File: src/rtl/sram8t.sv
// Behavioural 8T SRAM: separate read/write ports on a shared address, with registered read data.
// Optional macro SRAM8T_BYPASS_EN: a same-cycle read and write forwards din to dout.
module sram8t #(
  parameter int unsigned ADDR_WIDTH = 4,
  parameter int unsigned DATA_WIDTH = 8
) (
  input  logic                  clk,
  input  logic                  rst_n,
  input  logic                  cs,
  input  logic                  re,
  input  logic                  we,
  input  logic [ADDR_WIDTH-1:0] addr,
  input  logic [DATA_WIDTH-1:0] din,
  output logic [DATA_WIDTH-1:0] dout
);

  localparam int unsigned DEPTH = 2 ** ADDR_WIDTH;

  logic [DATA_WIDTH-1:0] mem [DEPTH];
  logic [DATA_WIDTH-1:0] rd_word;

  // Read and write share addr, so a concurrent write always targets the word being read.
  always_comb begin
    rd_word = mem[addr];
`ifdef SRAM8T_BYPASS_EN
    if (we) rd_word = din;
`endif
  end

  // rst_n is active-high despite its name.
  always_ff @(posedge clk or posedge rst_n) begin
    if (rst_n) begin
      for (int unsigned i = 0; i < DEPTH; i++) mem[i] <= '0;
      dout <= '0;
    end else if (cs) begin
      if (we) mem[addr] <= din;
      if (re) dout <= rd_word;
    end
  end

endmodule

File: config.mk
export PLATFORM = sky130hd
export DESIGN_NAME = sram8t
export DESIGN_NICKNAME = d
export VERILOG_FILES = /design/src/rtl/sram8t.sv
export SDC_FILE = /design/constraint.sdc
export NUM_CORES = 1
export LEC_CHECK = 0
export BUFFER_PORTS_ARGS = -buffer_cell sky130_fd_sc_hd__buf_4
export CORE_MARGIN = 1
export CORE_UTILIZATION = 40
export CTS_CLUSTER_SIZE = 8
export DETAILED_ROUTE_END_ITERATION = 8
export SKIP_CTS_REPAIR_TIMING = 1
export SYNTH_ARGS = -nofsm -noshare
export SYNTH_HDL_FRONTEND = slang
export SYNTH_SLANG_ARGS = --single-unit
File: constraint.sdc
create_clock -name clk -period 5.2 [get_ports clk]
set_input_delay 1.04 -clock clk [delete_from_list [all_inputs] [get_ports clk]]
set_output_delay 1.04 -clock clk [all_outputs]
set_load 0.02 [all_outputs]
==> out/qor.csv, run 1 <==
metric,value,unit
outcome,"complete, no violations",
syn-cell-area,6180,um2
dr_wl_met2,6340,um
drc,0,
rows,45,
core_region_area,15100,um2
cts_tree,yes,
yosysTopAreaCellShare,55.1,%
gp_congestion,0.782,
maxSlewViolCount,0,
crit_fanout,44,
place_inst,588,
num-nets-final,436,
clk_pin_slew,0.06,ns
wl_met3,683,um
io_pins,25,
post_drt_wl_per_cell,21.7,um
timing.final.crit_share,52.6,%
crit_slowest_cell,buf_4,
die_h,126,um
antennaDiodeCount,0,
cts-root-buf,clkbuf_16,
layout_common_cells,"136 x dfrtp_1, 127 x mux2_2, 25 x buf_4, 24 x mux4_2, 17 x clkbuf_16",
avgViaCountPerCell,5.54,
dieArea,15900,um2
synth_seq_cells,136,
drt-total-wl,13400,um
synthToLayoutAreaGrowth,16.2,%
tns,0,ns
crit_type,primary input to register,
power_density,454,nW/um2
top_layer,met4,
antenna_left,0,
grt_overflow,0,
antenna_found_initial,0,
grt_max_degree,100,
synth_area_leader_cell,dfrtp_1,
syn-mean-instance-area,15.4,um2
crit_family,simple AND/OR/NAND/NOR gates,
worstSetupStartpointType,primary input,
via_count,3437,
hold_violations,0,
initialDrtViolationCount,191,
ys_warn_count,0,
grt_pass1_vias,3679,
grt_pass1_wl,21500,um
chipWidth,126,um
worst-r2r-setup-slack,3.66,ns
port_buffers,24,
initial_core_util,40.8,%
htreeDepth,4,
arrival,3.05,ns
max_stage_delay,0.62,ns
synthCells,402,
insertion_delay,0.42,ns
synth_cell_type_count,28,
cts_sinks,136,
synth.net_count,419,
track_usage,18.7,%
yosys-top-cells-area,"dfrtp_1 55%, mux2_2 23%, mux4_2 8.8%",
numCtsBuffers,17,
fmax,0.365,GHz
fillers,1288,
rsz0062_at_grt,false,
fin_skew,0.00592,ns
firstDrtPassIters,4,
ys_seq_area_share,55.1,%
irDropWorstVdd,0.244,mV
layout-drive-gt1-share,53.0,%
final_common_cell,dfrtp_1,
path_buf_inv,1,
min_period,2.74,ns
dp_hpwl,8300,um
max-slew-margin-rel,41.3,%
worst_pin_slew,0.880,ns
worst_ep_required_time,5.51,ns
setup_viol,0,
fin_cells,620,
wl_met1,6140,um
p_leak,3.19,nW
path_cells,buf_4 -> nand4b_1 -> nor2_2 -> mux2_2,
cts_buffer_depth,2,
critPathCaptureType,register,
hp-class,register to register,
cap_viol_max_count,0,
[power breakdown]
part	switching (W)	internal [W]
combinational	0.000176	0.000255
clock	0.000449	0.00102
sequential	0.0000989	0.00126
[state kept, by name (all words and copies together), names as in the netlist]
| signal | cells |
|---|---|
| mem | 128 |
| dout | 8 |
[synth_stat cells (all sizes together)]
master	count
mux4	24
and2	2
nand4	1
nand2	10
and4bb	1
inv	1
clkbuf	10
or3b	1
nand2b	6
nand3b	2
buf	17
mux2	128
dfrtp	136
o221a	8
and3	1
nand4b	2
nor2	19
a31oi	8
a22oi	8
mux2i	16
nor2b	1
[worst paths after layout]
kind	startpoint	to	cells past startpoint
min in group asynchronous	rst_n	mem[98]	2
setup / recovery	addr[1]	mem[78]	4
hold reg to reg	mem[28]	mem[28]	1
setup reg to reg	mem[53]	dout[5]	3
max in group asynchronous	rst_n	mem[5]	3
hold / removal	mem[28]	mem[28]	1
[stage by stage]
stage	utilization (%)	setup slack [ns]	power, W	hold WS [ns]	cell area, um2
after global placement	42.6	2.01	0.00179	0.473	6450
after detailed placement	42.6	1.99	0.00182	0.479	6450
after CTS	47.4	2.45	0.00330	0.492	7180
after global routing	47.4	2.28	0.00340	0.504	7180
after floorplan	-	0.521	0.00169	0.457	6180
final	47.4	2.46	0.00326	0.490	7180
[routing by layer]
| layer | up-vias | track usage, % |
|---|---|---|
| met3 | 22 | 4.29 |
| met5 | - | 0 |
| met1 | 1815 | 25.8 |
| li1 | 1542 | - |
| met4 | 0 | 7.30 |
| met2 | 58 | 28.8 |
[worst reg2reg max path: cells and delay by family (launching register included)]
kind,cells,cell delay [ns]
AO/OA/AOI/OAI,2,0.52
flip-flops,1,0.39
multiplexers,1,0.50
[cells by family (layout without fill, tap and decap cells)]
logic type / after synthesis / in the layout / synth area share [%]
AO/OA/AOI/OAI: 24 / 24 / 3.24
buffers and inverters: 28 / 58 / 2.51
flip-flops: 136 / 136 / 55.1
multiplexers: 168 / 168 / 34.7
AND/OR/NAND/NOR: 46 / 46 / 4.48
[final cells by class]
cell class / instances / area, um2 / area share, %
Sequential cell: 136 / 3400 / 47.4
Multi-Input combinational cell: 238 / 2620 / 36.5
Clock buffer: 19 / 453 / 6.31
Clock inverter: 13 / 272 / 3.78
Tap cell: 188 / 235 / 3.28
Timing Repair Buffer: 25 / 188 / 2.61
Inverter: 1 / 8.76 / 0.122
Power figures use the tool's default switching activity.
==> run 2, diff against run 1 <==
==> constraint.sdc (replaced) <==
create_clock -name clk -period 2.31 [get_ports clk]
set_input_delay 0.462 -clock clk [delete_from_list [all_inputs] [get_ports clk]]
set_output_delay 0.462 -clock clk [all_outputs]
set_load 0.02 [all_outputs]
==> run 2 against run 1 <==
Compared with the run above: non-clock buffer count up 16; critical endpoint is now dout[1]; critical path depth unchanged; power up 98%; die area unchanged; clock power up 63%; register-to-register slack worse by 2.9 ns; wire length up 2.9%; sequential share of layout area up 0.35 points; sequential cell count unchanged; combinational power up 130%; core utilization down 0.35 points.
==> out/qor.csv, run 2 (same netlist as run 1, synthesis figures left out) <==
metric,value,unit
place_ws,0.263,ns
port_buffers,24,
largest_reg_flops,128,
htreeDepth,4,
synthToLayoutAreaGrowth,15.4,%
initial_core_util,40.8,%
critPathCaptureType,register,
antenna_found_initial,0,
timing.final.crit_share,69.7,%
max-slew-margin-rel,54.0,%
power,0.00645,W
firstDrtPassIters,4,
antenna_left,0,
grt_max_degree,71,
chipWidth,126,um
cts_sinks,136,
worst-r2r-setup-slack,0.75,ns
fin_skew,0.00918,ns
die_h,126,um
p_leak,3.18,nW
fmax,0.621,GHz
clk_pin_slew,0.05,ns
crit_path_start,addr[1],
worst_pin_slew,0.689,ns
rr_endpoint,dout[1],
layout_common_cells,"136 x dfrtp_1, 127 x mux2_2, 38 x buf_4, 24 x mux4_2, 17 x clkbuf_16",
hp-class,primary input to async pin,
numCtsBuffers,17,
cts_tree,yes,
arrival,1.88,ns
layout-drive-gt1-share,53.5,%
crit_slowest_cell,mux4_2,
wl_met3,521,um
hold_violations,0,
tns,0,ns
crit_type,primary input to register,
core_region_area,15100,um2
dr_wl_met2,6690,um
initialDrtViolationCount,272,
max_stage_delay,0.55,ns
grt_pass1_wl,22200,um
r2r_cells,3,
drc,0,
gp_congestion,0.804,
rsz0062_at_grt,false,
cts_buffer_depth,2,
dp_hpwl,8950,um
reg_top3,"mem x128, dout x8",
crit_fanout,17,
post_drt_wl_per_cell,21.8,um
drt-total-wl,13800,um
top_layer,met4,
cp-endpoint,dout[1],
track_usage,19.1,%
cts-root-buf,clkbuf_16,
rows,45,
wl_met1,6530,um
irDropWorstVdd,0.801,mV
timing.rr.start,mem[1],
final_common_cell,dfrtp_1,
power_density,905,nW/um2
antennaDiodeCount,0,
worst_ep_required_time,2.58,ns
regMostFlops,mem,
outcome,"complete, no violations",
via_count,3549,
grt_pass1_vias,3801,
io_pins,25,
cap_viol_max_count,0,
worst_slack,0.701,ns
min_period,1.61,ns
maxSlewViolCount,0,
num-nets-final,452,
setup_viol,0,
insertion_delay,0.42,ns
avgViaCountPerCell,5.61,
path_cells,buf_4 -> mux4_2 -> a22oi_1 -> a31oi_1,
worstSetupStartpointType,primary input,
grt_overflow,0,
finalCoreUtilization,47.0,%
dieArea,15900,um2
[run 2: cell count changes in the layout (fill, tap and decap cells not counted), sizes merged]
cell	delta
buf	+16
bufinv	-8
clkbuf	+6
inv	-1
[run 2: final cells by class]
type,instances,area [um2]
multi-input cells,238,2620
clock inverters,4,20.0
well taps,188,235
inverters,1,7.51
fillers,1302,8020
repair buffers,41,345
clock buffers,25,495
flip-flops and latches,136,3400
[run 2: layer usage]
layer  up-vias  global-route usage [%]
met2        53                    30.0
li1       1565                       -
met3         9                    4.59
met4         0                    5.53
met5         -                       0
met1      1922                    26.6
[run 2: where the power goes]
group	internal [W]	total [W]	switching (W)
clock network	0.00146	0.00239	0.000935
registers	0.00284	0.00307	0.000229
logic	0.000587	0.000983	0.000395
total	0.00489	0.00645	0.00156
[run 2: worst max-delay path, delay by kind of cell]
family | cells | cell delay, ns
multiplexers | 1 | 0.55
AO/OA/AOI/OAI | 2 | 0.58
buffers and inverters | 1 | 0.28
[run 2: metrics by stage]
step / instances / hold slack [ns] / area, um2
finish: 633 / 0.170 / 7130
global route: 633 / 0.210 / 7130
CTS: 633 / 0.192 / 7130
detailed placement: 604 / 0.482 / 6610
global placement: 604 / 0.468 / 6610
floorplan: 402 / 0.457 / 6180
[run 2: how the worst min path moves through the flow]
stage,startpoint,to
final,rst_n,mem[64]
after global routing,rst_n,mem[64]
after CTS,rst_n,mem[64]
after detailed placement,mem[28],mem[28]
after global placement,mem[28],mem[28]
after floorplan,mem[28],mem[28]
